## config.mk

```make
export PLATFORM = sky130hd
export DESIGN_NAME = mem_arbiter
export DESIGN_NICKNAME = d
export VERILOG_FILES = /design/src/rtl/mem_arbiter.sv
export SDC_FILE = /design/constraint.sdc
export NUM_CORES = 1
export LEC_CHECK = 0
export ABC_AREA = 1
export CORE_MARGIN = 8
export CORE_UTILIZATION = 55
export DETAILED_ROUTE_END_ITERATION = 6
export DONT_BUFFER_PORTS = 1
export GPL_TIMING_DRIVEN = 0
export PLACE_DENSITY = 0.82
export REMOVE_ABC_BUFFERS = 1
export SETUP_SLACK_MARGIN = 0.15
export SLEW_MARGIN = 40
export SYNTH_ARGS = -nofsm -noshare
export SYNTH_HDL_FRONTEND = slang
export SYNTH_SLANG_ARGS = --single-unit
```

## constraint.sdc

```tcl
create_clock -name clk -period 1.9 [get_ports clk]
set_clock_uncertainty 0.15 [all_clocks]
set_input_delay 0.19 -clock clk [delete_from_list [all_inputs] [get_ports clk]]
set_output_delay 0.19 -clock clk [all_outputs]
set_load 0.01 [all_outputs]
```

## src/rtl/mem_arbiter.sv

```systemverilog
`default_nettype none
// ============================================================================
// mem_arbiter : shares one memory bus between instruction-fetch and data ports.
// Build option: define MEM_ARBITER_RR_EN for round-robin on simultaneous requests.
// Revision    : 1.0 - initial release
// ============================================================================
module mem_arbiter (
  input  logic        clk,
  input  logic        rst,
  input  logic        i_req,
  input  logic [31:0] i_addr,
  output logic        iready,
  output logic [31:0] i_data,
  input  logic        d_ren,
  input  logic        d_wen,
  input  logic [31:0] d_addr,
  input  logic [31:0] d_wdata,
  output logic        dready,
  output logic [31:0] d_rdata,
  output logic [31:0] bus_addr,
  output logic [31:0] bus_wdata,
  output logic        bus_ren,
  output logic        bus_wen,
  input  logic [31:0] bus_rdata,
  input  logic        bus_busy
);

  typedef enum logic [1:0] {
    IDLE  = 2'd0,
    FETCH = 2'd1,
    DATA  = 2'd2,
    DONE  = 2'd3
  } state_t;

  state_t      state_q, state_d;
  logic        bus_ren_q, bus_ren_d;
  logic        bus_wen_q, bus_wen_d;
  logic [31:0] bus_addr_q, bus_addr_d;
  logic [31:0] bus_wdata_q, bus_wdata_d;
  logic [31:0] i_data_q, i_data_d;
  logic [31:0] d_rdata_q, d_rdata_d;
  logic        iready_q, iready_d;
  logic        dready_q, dready_d;
  logic        data_req;
  logic        pick_data;

`ifdef MEM_ARBITER_RR_EN
  // Set when the data port won the most recent grant.
  logic        last_data_q, last_data_d;
`endif

  always_comb begin
    state_d     = state_q;
    bus_ren_d   = bus_ren_q;
    bus_wen_d   = bus_wen_q;
    bus_addr_d  = bus_addr_q;
    bus_wdata_d = bus_wdata_q;
    i_data_d    = i_data_q;
    d_rdata_d   = d_rdata_q;
    iready_d    = 1'b0;
    dready_d    = 1'b0;
    data_req    = d_ren | d_wen;
`ifdef MEM_ARBITER_RR_EN
    last_data_d = last_data_q;
    pick_data   = data_req & (~i_req | ~last_data_q);
`else
    pick_data   = data_req;
`endif

    case (state_q)
      IDLE: begin
        if (pick_data) begin
          // A write wins when both strobes are raised together.
          state_d     = DATA;
          bus_addr_d  = d_addr;
          bus_wdata_d = d_wdata;
          bus_wen_d   = d_wen;
          bus_ren_d   = ~d_wen;
`ifdef MEM_ARBITER_RR_EN
          last_data_d = 1'b1;
`endif
        end else if (i_req) begin
          state_d    = FETCH;
          bus_addr_d = i_addr;
          bus_ren_d  = 1'b1;
          bus_wen_d  = 1'b0;
`ifdef MEM_ARBITER_RR_EN
          last_data_d = 1'b0;
`endif
        end
      end
      FETCH: begin
        if (!bus_busy) begin
          i_data_d  = bus_rdata;
          iready_d  = 1'b1;
          bus_ren_d = 1'b0;
          state_d   = DONE;
        end
      end
      DATA: begin
        if (!bus_busy) begin
          if (!bus_wen_q) begin
            d_rdata_d = bus_rdata;
          end
          dready_d  = 1'b1;
          bus_ren_d = 1'b0;
          bus_wen_d = 1'b0;
          state_d   = DONE;
        end
      end
      DONE: begin
        // One dead cycle so a held request cannot be regranted on its ready pulse.
        state_d = IDLE;
      end
      default: begin
        state_d = IDLE;
      end
    endcase
  end

  always_ff @(posedge clk) begin
    if (rst) begin
      state_q     <= IDLE;
      bus_ren_q   <= 1'b0;
      bus_wen_q   <= 1'b0;
      bus_addr_q  <= 32'd0;
      bus_wdata_q <= 32'd0;
      i_data_q    <= 32'd0;
      d_rdata_q   <= 32'd0;
      iready_q    <= 1'b0;
      dready_q    <= 1'b0;
`ifdef MEM_ARBITER_RR_EN
      last_data_q <= 1'b0;
`endif
    end else begin
      state_q     <= state_d;
      bus_ren_q   <= bus_ren_d;
      bus_wen_q   <= bus_wen_d;
      bus_addr_q  <= bus_addr_d;
      bus_wdata_q <= bus_wdata_d;
      i_data_q    <= i_data_d;
      d_rdata_q   <= d_rdata_d;
      iready_q    <= iready_d;
      dready_q    <= dready_d;
`ifdef MEM_ARBITER_RR_EN
      last_data_q <= last_data_d;
`endif
    end
  end

  assign bus_ren   = bus_ren_q;
  assign bus_wen   = bus_wen_q;
  assign bus_addr  = bus_addr_q;
  assign bus_wdata = bus_wdata_q;
  assign i_data    = i_data_q;
  assign d_rdata   = d_rdata_q;
  assign iready    = iready_q;
  assign dready    = dready_q;

endmodule
`default_nettype wire
```

==> flow_summary.ini, run 1 <==
[die]
die_area_mm2 = 0.0132
die_w_um = 115
die_h_um = 115
coreArea_mm2 = 0.00964
rows = 36
io_pins = 266
start_util = 0.559

[global_route]
antenna_found_initial = 1
grt_pass1_wl_um = 30200
grt_usage = 0.289
grt_pass1_vias = 6032
grt_start_max_net_pins = 78
grt.overflow.total = 0

[setup_path]
r2r-end = i_data[11]$_SDFFE_PP0P_
reg2reg_slack_ns = 0.20
critPathLaunch = state_q[1]$_SDFFE_PP0P_
critPathMaxFanout = 34
crit_required_ns = 2.14
reg2reg_from = state_q[1]$_SDFFE_PP0P_
worstSetupPathType = reg2reg
cp_data_arrival_time_ns = 1.93
crit_path_end_kind = register
critPathCapture = i_data[11]$_SDFFE_PP0P_
r2r_cells = 6
crit_path_start_kind = register

[sta]
period_needed_ns = 1.70
hold_ws_ns = 0.0389
finalHoldViolCount = 0
slew_viol_final = 0
max_slew_margin = 0.547
fmax_ghz = 0.589
rsz0062_at_grt = false
finalWorstSetupSlack_ns = 0.204
tightest_slew_ns = 0.677
finalCritPeriodShare = 0.893
setup_viol_count_final = 0

[placement]
post_dp_cell_area_mm2 = 0.00536
io_buffer_count = 0
pre_cts_ws_ns = -0.441
dp_hpwl_um = 10400
gp_congestion = 0.874

[logic_synthesis]
synth_seq_cells = 134
synth_top_cells_by_area = dfxtp_1 50%, nor2_1 18%, nand2_1 12%
avgSynthCellArea_um2 = 6.92
yosysWarningCount = 0
synthesis.instances = 778
synth_top_area_frac = 0.498
synth_largest_area_cell = dfxtp_1
synth_area_mm2 = 0.00538
synth_seq_area_share = 0.498
post_synth_num_cell_types = 20

[route]
post-route-drc-count = 0
drtIter0Drc = 693
drt-total-wl_um = 20500
drtAntennaViolNets = 0
avgRoutedWirePerCell_um = 19.6
drt-vias-per-instance = 5.61
vias = 5876
dr.pass1.iters = 6

[clock_network]
numCtsBuffers = 17
cts_root_buffer = clkbuf_8
cts_buffer_depth = 2
cts_max_level = 4
clock_sinks = 134
cts_tree = built
insertion_delay_ns = 0.50
clkSlewWorstSetupHoldPaths_ns = 0.06

[status]
status = completed

[cells_and_area]
drive_gt1_frac = 0.0624
fin_nets = 1040
multi_input_area_mm2 = 0.00233
regArea_mm2 = 0.00268
final_cell_mix = 263 x nor2_1, 172 x nand2_1, 138 x dlygate4sd3_1
area_delta_synth_final_pct = 39.0
design_area_mm2 = 0.00749
final_common_cell = nor2_1
nFillCells = 554

[pwr]
p_leak_nw = 3.42
p_per_area_mw_per_mm2 = 1520
ir_drop_v = 0.000991

[run]
drv_cap = 0

[min_path]
hp-class = in2reg
[state kept, by name, summed over array words and instances (netlist names)]
name	flops
i_data	32
d_rdata	32
bus_ren	1
bus_addr	32
bus_wdata	32
bus_wen	1
iready	1
state_q	2
dready	1
[cells in the mapped netlist, drive strengths merged]
cell type,instances
nand3,4
buf,27
a21oi,1
a21o,1
dfxtp,134
ha,5
clkbuf,17
nor2,266
nand2,176
inv,47
o21ai,99
nor3,1
[area by class of cell]
| class | count | share of cell area |
|---|---|---|
| clock buffer | 17 | 0.0553 |
| inverter | 47 | 0.0262 |
| clock inverter | 15 | 0.0222 |
| timing repair buffer | 147 | 0.204 |
| multi-input combinational | 554 | 0.311 |
| antenna | 1 | 0.000334 |
| tap | 133 | 0.0222 |
| sequential | 134 | 0.358 |
[how the worst min path moves through the flow]
stage                      from                      end  slack [ns]  depth (start not counted)
final                     d_ren     bus_wen$_SDFFE_PP0P_        0.04                          4
after global routing      d_ren     bus_wen$_SDFFE_PP0P_        0.05                          4
after CTS                 d_ren  state_q[1]$_SDFFE_PP0P_        0.05                          4
after detailed placement    rst        iready$_SDFF_PP0_        0.12                          1
after global placement      rst        iready$_SDFF_PP0_        0.11                          1
after floorplan             rst        iready$_SDFF_PP0_        0.11                          1
[cells by family after synthesis]
logic type      Yosys count  share of synthesized area
compound gates          101                     0.0944
buf+inv                  91                     0.0783
simple gates            447                      0.317
flops                   134                      0.498
fa+ha+maj                 5                     0.0116
[through the flow]
step / total power, mW / TNS [ns] / std cells / util
after floorplan: 6.47 / -47.62 / 734 / -
after global placement: 7.08 / -165.55 / 867 / 0.550
after detailed placement: 7.28 / -20.35 / 869 / 0.556
after CTS: 10.9 / 0 / 1044 / 0.766
after global routing: 12.0 / 0 / 1048 / 0.777
final: 11.4 / 0 / 1048 / 0.777
[power breakdown]
group | total, mW | switching (mW) | internal [mW] | leakage, nW
registers | 4.70 | 1.06 | 3.64 | 1.10
clock network | 3.23 | 1.33 | 1.90 | 0.282
logic | 3.44 | 2.25 | 1.19 | 2.04
total | 11.4 | 4.64 | 6.74 | 3.42
[worst max-delay path, stage by stage, from the launching register on]
cell and delay, ns:
dfxtp_1 0.36, inv_1 0.12, ha_1 0.23, nand2_4 0.30, inv_6 0.17, nor2_1 0.17, nor2_1 0.07
[routing by layer]
layer  share of wire  track usage
met5               0            0
met4           0.047        0.155
met3            0.12        0.124
met2            0.49        0.509
met1            0.34        0.283
[what timing repair did]
| action | in CTS | in global routing |
|---|---|---|
| setup endpoints to repair | 97 | 104 |
| hold endpoints to repair | 134 | 0 |
| cloned | 1 | 1 |
| gates resized for setup | 5 | 9 |
| hold buffers | 139 | 0 |
| buffers inserted | 3 | 1 |
| pin swaps | 2 | 1 |
(Power assumes the default switching activity.)
==> run 2, diff against run 1 <==
- GPL_ROUTABILITY_DRIVEN: unset -> 0
==> results of run 2 <==
Final layout, timing and power as in run 1 (identical DEF).
==> run 3, diff against run 2 <==
- GPL_ROUTABILITY_DRIVEN: 0 -> unset
==> results of run 3 <==
Final layout, timing and power as in run 1 (identical DEF).
